==> src/rtl/sdp_ram_arb2_pkg.sv <==
// Shared constants and types for the two-requester SDP RAM access controller.
package sdp_ram_arb_pkg;

    localparam int unsigned AW_C  = 9;
    localparam int unsigned DW_C  = 32;
    localparam int unsigned NBE_C = 4;

    localparam logic [AW_C-1:0] FILL_LAST_C = 9'd511;

    typedef enum logic {
        ST_INIT,
        ST_RUN
    } state_e;

endpackage

==> src/rtl/sdp_ram_arb2_if.sv <==
// Requester-side request/grant bundle; the controller takes one slave view per requester.
interface sdp_ram_arb2_if #(
    parameter int unsigned AW = sdp_ram_arb_pkg::AW_C,
    parameter int unsigned DW = sdp_ram_arb_pkg::DW_C
);

    logic            req;
    logic            we;
    logic [DW/8-1:0] be;
    logic [AW-1:0]   addr;
    logic [DW-1:0]   wdata;
    logic            gnt;
    logic            rvalid;

    modport master (
        output req, we, be, addr, wdata,
        input  gnt, rvalid
    );

    modport slave (
        input  req, we, be, addr, wdata,
        output gnt, rvalid
    );

endinterface

==> src/rtl/sdp_ram_arb2_rr_arb2.sv <==
// Two-way round-robin arbiter; the pointer names the preferred requester.
module rr_arb2 (
    input  logic       clk,
    input  logic       rst,
    input  logic [1:0] req_i,
    input  logic       en_i,
    output logic [1:0] gnt_o
);

    logic ptr_q, ptr_d;

    // After any grant the pointer lands on the requester that was not served.
    always_comb begin
        gnt_o = 2'b00;
        ptr_d = ptr_q;
        if (en_i) begin
            if (req_i[ptr_q]) begin
                gnt_o[ptr_q] = 1'b1;
                ptr_d        = ~ptr_q;
            end else if (req_i[~ptr_q]) begin
                gnt_o[~ptr_q] = 1'b1;
            end
        end
    end

    always_ff @(posedge clk) begin
        if (rst) begin
            ptr_q <= 1'b0;
        end else begin
            ptr_q <= ptr_d;
        end
    end

endmodule

==> src/rtl/sdp_ram_arb2.sv <==
// Arbitrates two requesters onto the write port and the registered-address read port of
// a byte-enabled simple-dual-port RAM, after an optional zero-fill following reset.
module sdp_ram_arb2
    import sdp_ram_arb_pkg::*;
#(
    parameter int unsigned AW         = AW_C,
    parameter int unsigned DW         = DW_C,
    parameter bit          INIT_CLEAR = 1'b1
) (
    input  logic            clk,
    input  logic            rst,
    sdp_ram_arb2_if.slave   r0,
    sdp_ram_arb2_if.slave   r1,
    output logic [DW-1:0]   rdata,
    output logic            init_done,
    output logic [DW/8-1:0] ram_wea,
    output logic [AW-1:0]   ram_addra,
    output logic [DW-1:0]   ram_dina,
    output logic [AW-1:0]   ram_addrb,
    input  logic [DW-1:0]   ram_doutb
);

    state_e        state_q, state_d;
    logic [AW-1:0] fc_q, fc_d;
    logic [AW-1:0] addrb_q;
    logic [1:0]    rv_q;
    logic [1:0]    wr_req, rd_req, wr_gnt, rd_gnt;
    logic          run;

    // Outputs are held quiet while rst is high, whatever state the registers hold.
    assign run       = (state_q == ST_RUN) && !rst;
    assign init_done = run;

    assign wr_req = {r1.req & r1.we, r0.req & r0.we};
    assign rd_req = {r1.req & ~r1.we, r0.req & ~r0.we};

    rr_arb2 u_wr_arb (
        .clk   (clk),
        .rst   (rst),
        .req_i (wr_req),
        .en_i  (run),
        .gnt_o (wr_gnt)
    );

    rr_arb2 u_rd_arb (
        .clk   (clk),
        .rst   (rst),
        .req_i (rd_req),
        .en_i  (run),
        .gnt_o (rd_gnt)
    );

    assign r0.gnt    = wr_gnt[0] | rd_gnt[0];
    assign r1.gnt    = wr_gnt[1] | rd_gnt[1];
    assign r0.rvalid = rv_q[0] & ~rst;
    assign r1.rvalid = rv_q[1] & ~rst;
    assign rdata     = ram_doutb;

    always_comb begin
        state_d = state_q;
        fc_d    = fc_q;
        if (state_q == ST_INIT && !rst) begin
            fc_d = fc_q + 1'b1;
            if (fc_q == AW'(FILL_LAST_C)) begin
                state_d = ST_RUN;
            end
        end
    end

    always_comb begin
        ram_wea   = '0;
        ram_addra = fc_q;
        ram_dina  = '0;
        if (state_q == ST_INIT) begin
            if (!rst) begin
                ram_wea = '1;
            end
        end else if (wr_gnt[1]) begin
            ram_wea   = r1.be;
            ram_addra = r1.addr;
            ram_dina  = r1.wdata;
        end else if (wr_gnt[0]) begin
            ram_wea   = r0.be;
            ram_addra = r0.addr;
            ram_dina  = r0.wdata;
        end
    end

    // The RAM registers ram_addrb itself, so the granted address must be visible this cycle.
    always_comb begin
        ram_addrb = addrb_q;
        if (rd_gnt[1]) begin
            ram_addrb = r1.addr;
        end else if (rd_gnt[0]) begin
            ram_addrb = r0.addr;
        end
    end

    always_ff @(posedge clk) begin
        if (rst) begin
            state_q <= INIT_CLEAR ? ST_INIT : ST_RUN;
            fc_q    <= '0;
            addrb_q <= '0;
            rv_q    <= 2'b00;
        end else begin
            state_q <= state_d;
            fc_q    <= fc_d;
            addrb_q <= ram_addrb;
            rv_q    <= rd_gnt;
        end
    end

endmodule

==> src/flat_wrapper.sv <==
// flat-port wrapper written by rule: the top's interface ports become plain ports
module sdp_ram_arb2_flat import sdp_ram_arb_pkg::*;
#(
    parameter int unsigned AW         = AW_C,
    parameter int unsigned DW         = DW_C,
    parameter bit          INIT_CLEAR = 1'b1
)
  (clk, rst, rdata, init_done, ram_wea, ram_addra, ram_dina, ram_addrb, ram_doutb, r0_req, r0_we, r0_be, r0_addr, r0_wdata, r0_gnt, r0_rvalid, r1_req, r1_we, r1_be, r1_addr, r1_wdata, r1_gnt, r1_rvalid);
  sdp_ram_arb2_if #(.AW(AW), .DW(DW)) r0_i ();
  sdp_ram_arb2_if #(.AW(AW), .DW(DW)) r1_i ();
  input  logic clk;
  input  logic rst;
  output logic [DW-1:0] rdata;
  output logic init_done;
  output logic [DW/8-1:0] ram_wea;
  output logic [AW-1:0] ram_addra;
  output logic [DW-1:0] ram_dina;
  output logic [AW-1:0] ram_addrb;
  input  logic [DW-1:0] ram_doutb;
  input wire logic [$bits(r0_i.req)-1:0] r0_req;
  input wire logic [$bits(r0_i.we)-1:0] r0_we;
  input wire logic [$bits(r0_i.be)-1:0] r0_be;
  input wire logic [$bits(r0_i.addr)-1:0] r0_addr;
  input wire logic [$bits(r0_i.wdata)-1:0] r0_wdata;
  output wire logic [$bits(r0_i.gnt)-1:0] r0_gnt;
  output wire logic [$bits(r0_i.rvalid)-1:0] r0_rvalid;
  input wire logic [$bits(r1_i.req)-1:0] r1_req;
  input wire logic [$bits(r1_i.we)-1:0] r1_we;
  input wire logic [$bits(r1_i.be)-1:0] r1_be;
  input wire logic [$bits(r1_i.addr)-1:0] r1_addr;
  input wire logic [$bits(r1_i.wdata)-1:0] r1_wdata;
  output wire logic [$bits(r1_i.gnt)-1:0] r1_gnt;
  output wire logic [$bits(r1_i.rvalid)-1:0] r1_rvalid;
  assign r0_i.req = r0_req;
  assign r0_i.we = r0_we;
  assign r0_i.be = r0_be;
  assign r0_i.addr = r0_addr;
  assign r0_i.wdata = r0_wdata;
  assign r0_gnt = r0_i.gnt;
  assign r0_rvalid = r0_i.rvalid;
  assign r1_i.req = r1_req;
  assign r1_i.we = r1_we;
  assign r1_i.be = r1_be;
  assign r1_i.addr = r1_addr;
  assign r1_i.wdata = r1_wdata;
  assign r1_gnt = r1_i.gnt;
  assign r1_rvalid = r1_i.rvalid;
  sdp_ram_arb2 #(.AW(AW), .DW(DW), .INIT_CLEAR(INIT_CLEAR)) u_core (.clk(clk), .rst(rst), .r0(r0_i), .r1(r1_i), .rdata(rdata), .init_done(init_done), .ram_wea(ram_wea), .ram_addra(ram_addra), .ram_dina(ram_dina), .ram_addrb(ram_addrb), .ram_doutb(ram_doutb));
endmodule
==> config.mk <==
export PLATFORM = sky130hd
export DESIGN_NAME = sdp_ram_arb2_flat
export DESIGN_NICKNAME = d
export VERILOG_FILES = /design/src/rtl/sdp_ram_arb2_pkg.sv /design/src/rtl/sdp_ram_arb2_if.sv /design/src/rtl/sdp_ram_arb2_rr_arb2.sv /design/src/rtl/sdp_ram_arb2.sv /design/src/flat_wrapper.sv
export SDC_FILE = /design/constraint.sdc
export NUM_CORES = 1
export LEC_CHECK = 0
export CORE_ASPECT_RATIO = 0.5
export CORE_MARGIN = 2
export CORE_UTILIZATION = 26
export DETAILED_ROUTE_END_ITERATION = 10
export GPL_TIMING_DRIVEN = 0
export PLACE_DENSITY = 0.78
export SYNTH_ARGS = -nofsm -noshare
export SYNTH_HDL_FRONTEND = slang
export SYNTH_SLANG_ARGS = --single-unit
export TNS_END_PERCENT = 20
==> constraint.sdc <==
create_clock -name clk -period 1.65 [get_ports clk]
set_input_delay 0.33 -clock clk [delete_from_list [all_inputs] [get_ports clk]]
set_output_delay 0.33 -clock clk [all_outputs]
set_load 0.005 [all_outputs]
==> Word-level counts from Yosys, hierarchy flattened <==
Cells that the tools add are included.
W data, S select, Z words.
{ "op_classes": {"reduce_logical": 10, "magnitude_cmp": 8, "n_mul": 0, "eq_ne": 1, "muxes": 34, "n_addsub": 1, "div": 0, "bitwise_logic": 14, "shift": 0} }
{ "ops": {"columns": ["op", "count"], "rows": [
  ["$mux W32", 3],
  ["$mux W9", 5],
  ["$mux W4", 4],
  ["$mux W1", 12],
  ["$mux W2", 6],
  ["$add A9 B1 Y9 const B", 1],
  ["$eq A9 B9 Y1 const B", 1],
  ["$lt A1 B2 Y1 const B", 4],
  ["$and A1 B1 Y1", 6],
  ["$logic_and A1 B1 Y1", 6],
  ["$not A1 Y1", 6],
  ["$reduce_and A2 Y1", 3],
  ["$demux W1 S1", 4],
  ["$ge A1 B1 Y1 const B", 4],
  ["$or A1 B1 Y1", 2],
  ["$logic_not A1 Y1", 1]
]} }
{ "totals": {"elab_cells": 74, "ff_bits": 23, "romBits": 0, "mem_count": 0, "inputBits": 128, "ram_bits": 0, "latch_bits": 0} }

==> Longest topological paths before layout <==
Gate-level depths: netlist of run 1.
{ "depth": {"word_depth": 11, "mapped_depth": 7} }

==> Cells and area by module <==
A second synthesis of run 1 with hierarchy kept.
{ "unflattened": {"cells_unflattened": 264, "area_unflattened_um2": 2082.0} }
{ "modules_own_cells": {"columns": ["module", "area_per_inst_um2", "cells_per_inst", "seq_area_each_um2", "n_inst"], "rows": [
  ["sdp_ram_arb2", 1971.9, 248, 420.4, 1],
  ["rr_arb2", 55.1, 8, 20.0, 2]
]} }

==> Worst setup path after synthesis of run 1 <==
No wires, ideal clock.
{ "synth_path": {"kind": "input to output", "startpoint": "input port r1_req", "endpoint": "output port ram_dina[10]", "slack_ps": -53, "t_required_ps": 1320, "t_arrival_ps": 1373, "n_path_buf": 3, "stages": 6, "cell_sequence": "buf_4 nand3_1 and2_4 buf_6 buf_6 a22o_1"} }
{ "synth_between": {"elab_chain_cells": 9} }
{ "synth_lines": {"columns": ["element", "line", "source"], "rows": [
  ["start: declaration", "flat_wrapper.sv:27", "input wire logic [$bits(r1_i.req)-1:0] r1_req;"],
  ["$and A1 B1 Y1 *", "sdp_ram_arb2.sv:34", "assign wr_req = {r1.req & r1.we, r0.req & r0.we};"],
  ["$mux W1 (not written as such) (2 in series)", "sdp_ram_arb2_rr_arb2.sv:20", "end else if (req_i[~ptr_q]) begin"],
  ["$mux W2", "sdp_ram_arb2_rr_arb2.sv:20", null],
  ["$mux W2 *", "sdp_ram_arb2_rr_arb2.sv:17", "if (req_i[ptr_q]) begin"],
  ["$mux W2 *", "sdp_ram_arb2_rr_arb2.sv:16", "if (en_i) begin"],
  ["$mux W32", "sdp_ram_arb2.sv:82", "end else if (wr_gnt[0]) begin"],
  ["$mux W32 *", "sdp_ram_arb2.sv:78", "end else if (wr_gnt[1]) begin"],
  ["$mux W32 *", "sdp_ram_arb2.sv:74", "if (state_q == ST_INIT) begin"],
  ["end: declaration", "flat_wrapper.sv:17", "output logic [DW-1:0] ram_dina;"]
]} }
Every way passes the cells marked *; elsewhere a longest branch is shown, timed or not. The select of a mux whose other input is x is not followed.

==> Worst setup path after layout of run 1 <==
{ "layout_path": {"startpoint": "register u_core.state_q", "endpoint": "output port ram_dina[25]"} }
{ "layout_between": {"elab_chain_cells": 5} }
{ "layout_lines": {"columns": ["element", "line", "source"], "rows": [
  ["start: declaration", "sdp_ram_arb2.sv:23", "state_e state_q, state_d;"],
  ["start signal: assignment", "sdp_ram_arb2.sv:101", "state_q <= INIT_CLEAR ? ST_INIT : ST_RUN;"],
  ["start signal: assignment", "sdp_ram_arb2.sv:106", "state_q <= state_d;"],
  ["$logic_and A1 B1 Y1", "sdp_ram_arb2.sv:31", "assign run = (state_q == ST_RUN) && !rst;"],
  ["$mux W2", "sdp_ram_arb2_rr_arb2.sv:16", null],
  ["$mux W32", "sdp_ram_arb2.sv:82", null],
  ["$mux W32", "sdp_ram_arb2.sv:78", null],
  ["$mux W32 *", "sdp_ram_arb2.sv:74", null]
]} }
Every way passes the cells marked *; elsewhere a longest branch is shown, timed or not.

==> results.py, run 1 <==
metrics = {
    "setup_path": {
        "timing.critical_path.to_type": "output pin",
        "worst_r2r_path_depth": 9,
        "worst-setup-path-type": "flop to output pin",
        "cp-endpoint": "ram_dina[25]",
        "worst-endpoint-arrival_ns": 1.81,
        "regToRegSetupSlack_ns": 0,
        "startpoint": "u_core.state_q$_SDFFE_PP0P_",
        "worstSetupStartpointType": "flop",
        "critical_path.reg2reg.startpoint": "u_core.state_q$_SDFFE_PP0P_",
        "critical_path.reg2reg.endpoint": "u_core.addrb_q[6]$_SDFF_PP0_",
        "crit_required_ns": 1.32,
        "cp_max_fo": 5,
    },
    "floorplan": {
        "rows": 22,
        "die_x_um": 130,
        "die_area_um2": 8720,
        "floorplan.core_area_um2": 7510,
        "io_pins": 219,
        "floorplan.die.height_um": 67.0,
        "start_util_pct": 27.5,
    },
    "min_path": {
        "worstHoldStart": "u_core.addrb_q[7]$_SDFF_PP0_",
        "hold_path.class": "flop to flop",
    },
    "detailed_routing": {
        "remaining_drc_errors": 0,
        "num_vias": 3189,
        "drt-total-wl_um": 12300,
        "routed_via_density": 5.40,
        "count_of_nets_left_with_antenna_violations_after_detail_routing": 0,
        "detailedRoute.firstIterationViolations": 256,
        "drtPass1Iterations": 5,
        "post_drt_wl_per_cell_um": 20.8,
    },
    "pwr": {
        "vdd_drop_max_uv": 341,
        "cellLeakagePower_nw": 2.04,
        "power_per_cell_area_nw_per_um2": 334,
        "post-layout-total-power_mw": 1.65,
    },
    "placement": {
        "detailedPlacementHpwl_um": 7500,
        "detailedPlace.worstSlack_ns": -1.26,
        "placedCellCount": 535,
        "placed_area_um2": 4050,
        "gp_congestion": 0.854,
        "port_buffer_cells": 184,
    },
    "synthesis": {
        "yosys_warnings": 0,
        "cell_type_contributing_the_most_total_cell_area_after_synthesis": "dfxtp_1",
        "synthFlopType": "dfxtp_1",
        "synth.ff_latch_count": 23,
        "post_synth_instance_area_um2": 2070,
        "netlist-cell-type-count": 43,
        "synth.net_count": 373,
        "synth_sequential_area_ratio_pct": 22.3,
        "post_synth_main_area_contributors": "dfxtp_1 22%, a22o_1 14%, buf_4 13%, o221a_2 4.9%, a211oi_1 4.7%",
        "syn-mean-instance-area_um2": 8.51,
        "synth_top_cells_by_count": "36 x buf_4, 32 x a22o_1, 23 x dfxtp_1",
        "synth_cells": 243,
        "synth_edf_count": 0,
        "post-synth-top-area-fraction_pct": 22.3,
        "asyncSetResetFlopFracSynth_pct": 0,
        "cell_with_the_most_instances_after_synthesis": "buf_4",
    },
    "finish": {
        "register_area_um2": 467,
        "final_layout_size_suffix_gt1_share_pct": 45.3,
        "multiInputGateArea_um2": 1620,
        "layout.core_utilization_pct": 65.6,
        "final-instance-count-excl-fill": 591,
        "finalInstanceArea_um2": 4930,
        "area.growth.synth_to_final_pct": 138,
        "fillers": 550,
        "antenna_cells": 0,
        "finish.net_count": 614,
    },
    "sta": {
        "worst_pin_slew_ns": 0.491,
        "setup_repair_after_global_routing_missed_its_margin": "yes",
        "hold_viol": 0,
        "fin_ws_ns": -0.492,
        "whs_ns": 0.490,
        "layout_worst_path_cycle_share_pct": 130,
        "clock.fmax_mhz": 467,
        "relSlewSlack_pct": 67.0,
        "slew_viol_final": 0,
        "fin_setup_tns_ns": -20.61,
        "final.setup_skew_ns": 0.00296,
        "period_minus_slack_ns": 2.14,
        "setup-violations-final": 58,
    },
    "clock_tree": {
        "clk_root_buffer_cell": "clkbuf_16",
        "cts_hold_repair.buffers": 0,
        "numCtsBuffers": 3,
        "clock_latency_ns": 0.26,
        "cts-root-to-sink-buffers": 2,
        "cts_tree": "built",
        "cts-htree-levels": 1,
        "cts.clk_slew.worst_paths_ns": 0.06,
        "tritoncts_num_sinks": 23,
    },
    "global_route": {
        "grt_antenna_before_repair": 0,
        "grt_pass1_vias": 3034,
        "grt_remaining_overflow": 0,
        "grt_usage_pct": 24.5,
        "first_pass_grt_wire_length_um": 16400,
        "grt_start_max_net_pins": 13,
    },
    "run_status": {
        "run_status": "finished, violations left",
        "violations": "setup timing",
    },
    "run": {
        "max-cap-violations": 0,
    },
}
-- registers in the layout, summed over array words and instances, names as in the netlist --
signal,flops
u_core.addrb_q,9
u_core.u_wr_arb.ptr_q,1
u_core.fc_q,9
u_core.state_q,1
u_core.u_rd_arb.ptr_q,1
u_core.rv_q,2
-- routing by layer --
metal	share of wire (%)	track usage [%]	vias up
met2	50	42.7	192
met1	39	31.0	1550
met3	7.4	4.42	44
met5	0	0	-
li1	-	-	1403
met4	3.3	7.53	0
-- cell families after synthesis --
logic type,after synthesis,share of synthesized area (%)
fa+ha+maj,2,1.21
mux,2,0.969
compound gates,84,35.1
simple gates,66,18.5
buf+inv,63,20.6
flops,23,22.3
xor+xnor,3,1.27
-- what timing repair did --
item / 4_1_cts / 5_1_grt
buffers inserted: 42 / 8
pin swaps: 21 / 10
cloned: 6 / 1
gates resized for setup: 264 / 69
setup endpoints to repair: 76 / 70
-- how the worst min path moves through the flow --
stage                                                    end  slack, ns  cells past startpoint
final                           u_core.addrb_q[7]$_SDFF_PP0_       0.49                      2
after global placement          u_core.addrb_q[2]$_SDFF_PP0_       0.45                      2
after detailed placement        u_core.addrb_q[7]$_SDFF_PP0_       0.45                      2
after global routing            u_core.addrb_q[7]$_SDFF_PP0_       0.52                      2
after floorplan                 u_core.addrb_q[3]$_SDFF_PP0_       0.44                      2
after CTS                 u_core.u_wr_arb.ptr_q$_SDFFE_PP0P_       0.48                      3
-- report_power, final --
group          internal (mW)  total (mW)  switching, mW  leakage [nW]
clock network          0.330       0.538          0.207        0.0382
logic                  0.361       0.539          0.178          1.81
registers              0.560       0.570        0.00958         0.188
total                   1.25        1.65          0.394          2.04
-- placed cells by master, fill, tap and decap left out, drive strengths merged, types with 5 or more instances in the layout --
cell             n
o221a            9
dfxtp           23
a211oi          13
clkdlybuf4s50  123
nor2            12
nor3            18
nand2            5
clkbuf          25
nor2b            6
buf            133
a22o            32
a2111oi          5
inv             10
nand3b           9
o31ai            5
-- final cells by class --
class	count	share of cell area, %
Buffer	49	8.71
Clock buffer	4	1.60
Inverter	10	0.761
Multi-Input combinational cell	160	32.8
Sequential cell	23	9.47
Tap cell	108	2.74
Timing Repair Buffer	237	44.0
-- worst max-delay path, cell delays in order (launching register included) --
cell     delay (ns)
dfxtp_2        0.33
buf_6          0.11
and4b_2        0.23
and2_4         0.18
buf_12         0.13
buf_8          0.12
buf_6          0.10
a22o_1         0.22
buf_2          0.13
Note: power is estimated with default switching activity, not from simulation.
==> run 2, diff against run 1 <==
--- a/config.mk
+++ b/config.mk
@@ -11,6 +11,7 @@
 export DETAILED_ROUTE_END_ITERATION = 10
 export GPL_TIMING_DRIVEN = 0
 export PLACE_DENSITY = 0.78
+export REMOVE_ABC_BUFFERS = 1
 export SYNTH_ARGS = -nofsm -noshare
 export SYNTH_HDL_FRONTEND = slang
 export SYNTH_SLANG_ARGS = --single-unit
==> run 2 against run 1 <==
Net effect:
- the flow still finishes with violations (setup timing)
- non-clock buffer count shrank 82
- critical path depth shrank 3
- hold slack lost 0.12 ns
- largest cell class unchanged
- sequential cell count is the same
- routed wire length shrank 1.2%
- register-to-register slack gained 0.03 ns
- sequential share of layout area grew 1.9 points
- critical path type unchanged
==> results.py, run 2 (synthesis gave the netlist of run 1 again) <==
metrics = {
    "detailed_routing": {
        "post_drt_wl_per_cell_um": 23.7,
        "num_vias": 2919,
        "routed_via_density": 5.68,
        "drt-total-wl_um": 12200,
        "detailedRoute.firstIterationViolations": 259,
        "count_of_nets_left_with_antenna_violations_after_detail_routing": 0,
        "drtPass1Iterations": 5,
        "remaining_drc_errors": 0,
    },
    "run_status": {
        "run_status": "finished, violations left",
        "violations": "setup timing",
    },
    "placement": {
        "gp_congestion": 0.785,
        "detailedPlace.worstSlack_ns": -2.33,
        "detailedPlacementHpwl_um": 7310,
        "port_buffer_cells": 154,
    },
    "sta": {
        "layout_worst_path_cycle_share_pct": 130,
        "slew_viol_final": 0,
        "relSlewSlack_pct": 67.9,
        "period_minus_slack_ns": 2.15,
        "fin_ws_ns": -0.497,
        "setup_repair_after_global_routing_missed_its_margin": "yes",
        "worst_pin_slew_ns": 0.479,
        "final.setup_skew_ns": 0.00368,
        "hold_viol": 0,
        "clock.fmax_mhz": 466,
        "setup-violations-final": 56,
    },
    "clock_tree": {
        "clk_root_buffer_cell": "clkbuf_16",
        "cts_tree": "built",
        "cts.clk_slew.worst_paths_ns": 0.06,
        "numCtsBuffers": 3,
        "clock_latency_ns": 0.26,
        "tritoncts_num_sinks": 23,
        "cts-htree-levels": 1,
        "cts-root-to-sink-buffers": 2,
    },
    "global_route": {
        "grt_remaining_overflow": 0,
        "grt_usage_pct": 26.4,
        "grt_start_max_net_pins": 25,
        "grt_pass1_vias": 2808,
        "first_pass_grt_wire_length_um": 17100,
        "grt_antenna_before_repair": 0,
    },
    "finish": {
        "multiInputGateArea_um2": 1610,
        "area.growth.synth_to_final_pct": 101,
        "final_common_cell": "clkdlybuf4s50_1",
        "finish.net_count": 537,
        "largestRegisters": "u_core.addrb_q x9, u_core.fc_q x9, u_core.rv_q x2",
        "final_cell_mix": "92 x clkdlybuf4s50_1, 40 x buf_2, 32 x a22o_1",
        "final_layout_size_suffix_gt1_share_pct": 42.1,
        "fillers": 643,
        "register_area_um2": 472,
        "antenna_cells": 0,
    },
    "floorplan": {
        "floorplan.core_area_um2": 7510,
        "rows": 22,
        "die_x_um": 130,
        "floorplan.die.height_um": 67.0,
        "die_area_um2": 8720,
        "io_pins": 219,
        "start_util_pct": 27.5,
    },
    "pwr": {
        "post-layout-total-power_mw": 1.49,
        "vdd_drop_max_uv": 443,
        "power_per_cell_area_nw_per_um2": 358,
        "cellLeakagePower_nw": 1.68,
    },
    "setup_path": {
        "timing.critical_path.to_type": "output pin",
        "critical_path.reg2reg.startpoint": "u_core.state_q$_SDFFE_PP0P_",
        "cp_max_fo": 9,
        "startpoint": "u_core.state_q$_SDFFE_PP0P_",
        "worst-endpoint-arrival_ns": 1.82,
        "worst-setup-path-type": "flop to output pin",
        "worstSetupStartpointType": "flop",
        "crit_required_ns": 1.32,
    },
    "min_path": {
        "hold_path.class": "input pin to flop",
        "worstHoldStart": "rst",
    },
    "run": {
        "max-cap-violations": 0,
    },
}
[run 2: critical path, stage by stage (launching register included)]
cell and delay (ns):
dfxtp_4 0.37, buf_6 0.16, nand4bb_2 0.30, nor3_2 0.36, a211oi_2 0.08, dlygate4sd2_1 0.29
[run 2: routing by layer]
| metal | part of all wire (%) | vias up | GRT usage [%] |
|---|---|---|---|
| met1 | 38 | 1371 | 32.5 |
| met3 | 16 | 37 | 16.2 |
| met4 | 2.5 | 2 | 5.11 |
| li1 | - | 1257 | - |
| met2 | 42 | 252 | 38.7 |
| met5 | 0.46 | - | 7.84 |
[run 2: path summary, 6_finish.rpt]
path | slack, ns | depth (start not counted) | end
hold reg to reg | 0.49 | 2 | u_core.addrb_q[3]$_SDFF_PP0_
setup / recovery | -0.50 | 5 | ram_addrb[2]
hold / removal | 0.37 | 2 | u_core.fc_q[4]$_SDFFE_PP0P_
setup reg to reg | 0.03 | 6 | u_core.addrb_q[1]$_SDFF_PP0_
[run 2: report_power, final]
part	leakage (nW)	switching, mW	internal, mW
combinational	1.45	0.135	0.245
clock	0.0409	0.213	0.326
sequential	0.188	0.0105	0.557
total	1.68	0.359	1.13
[run 2: timing repair]
action	in CTS	in global routing
pin swaps	19	14
gates resized for setup	296	26
setup buffers	46	4
setup endpoints to repair	74	58
hold buffers	0	0
cloned	8	0
[run 2: per-stage QoR]
step	instances	utilization [%]	instance area, um2	hold slack (ns)	TNS [ns]
2_1_floorplan	190	-	1680	0.399	-31.02
3_3_place_gp	452	44.6	3350	0.450	-129.69
3_5_place_dp	452	44.6	3350	0.457	-131.67
4_1_cts	510	54.0	4060	0.369	-16.29
5_1_grt	514	55.3	4160	0.376	-20.75
6_report	514	55.3	4160	0.373	-18.23
[run 2: layout make-up]
cell class,count,share of cell area (%)
Clock buffer,3,1.81
Clock inverter,1,0.120
Timing Repair Buffer,204,43.8
Tap cell,108,3.25
Sequential cell,23,11.3
Multi-Input combinational cell,165,38.7
Inverter,10,0.903
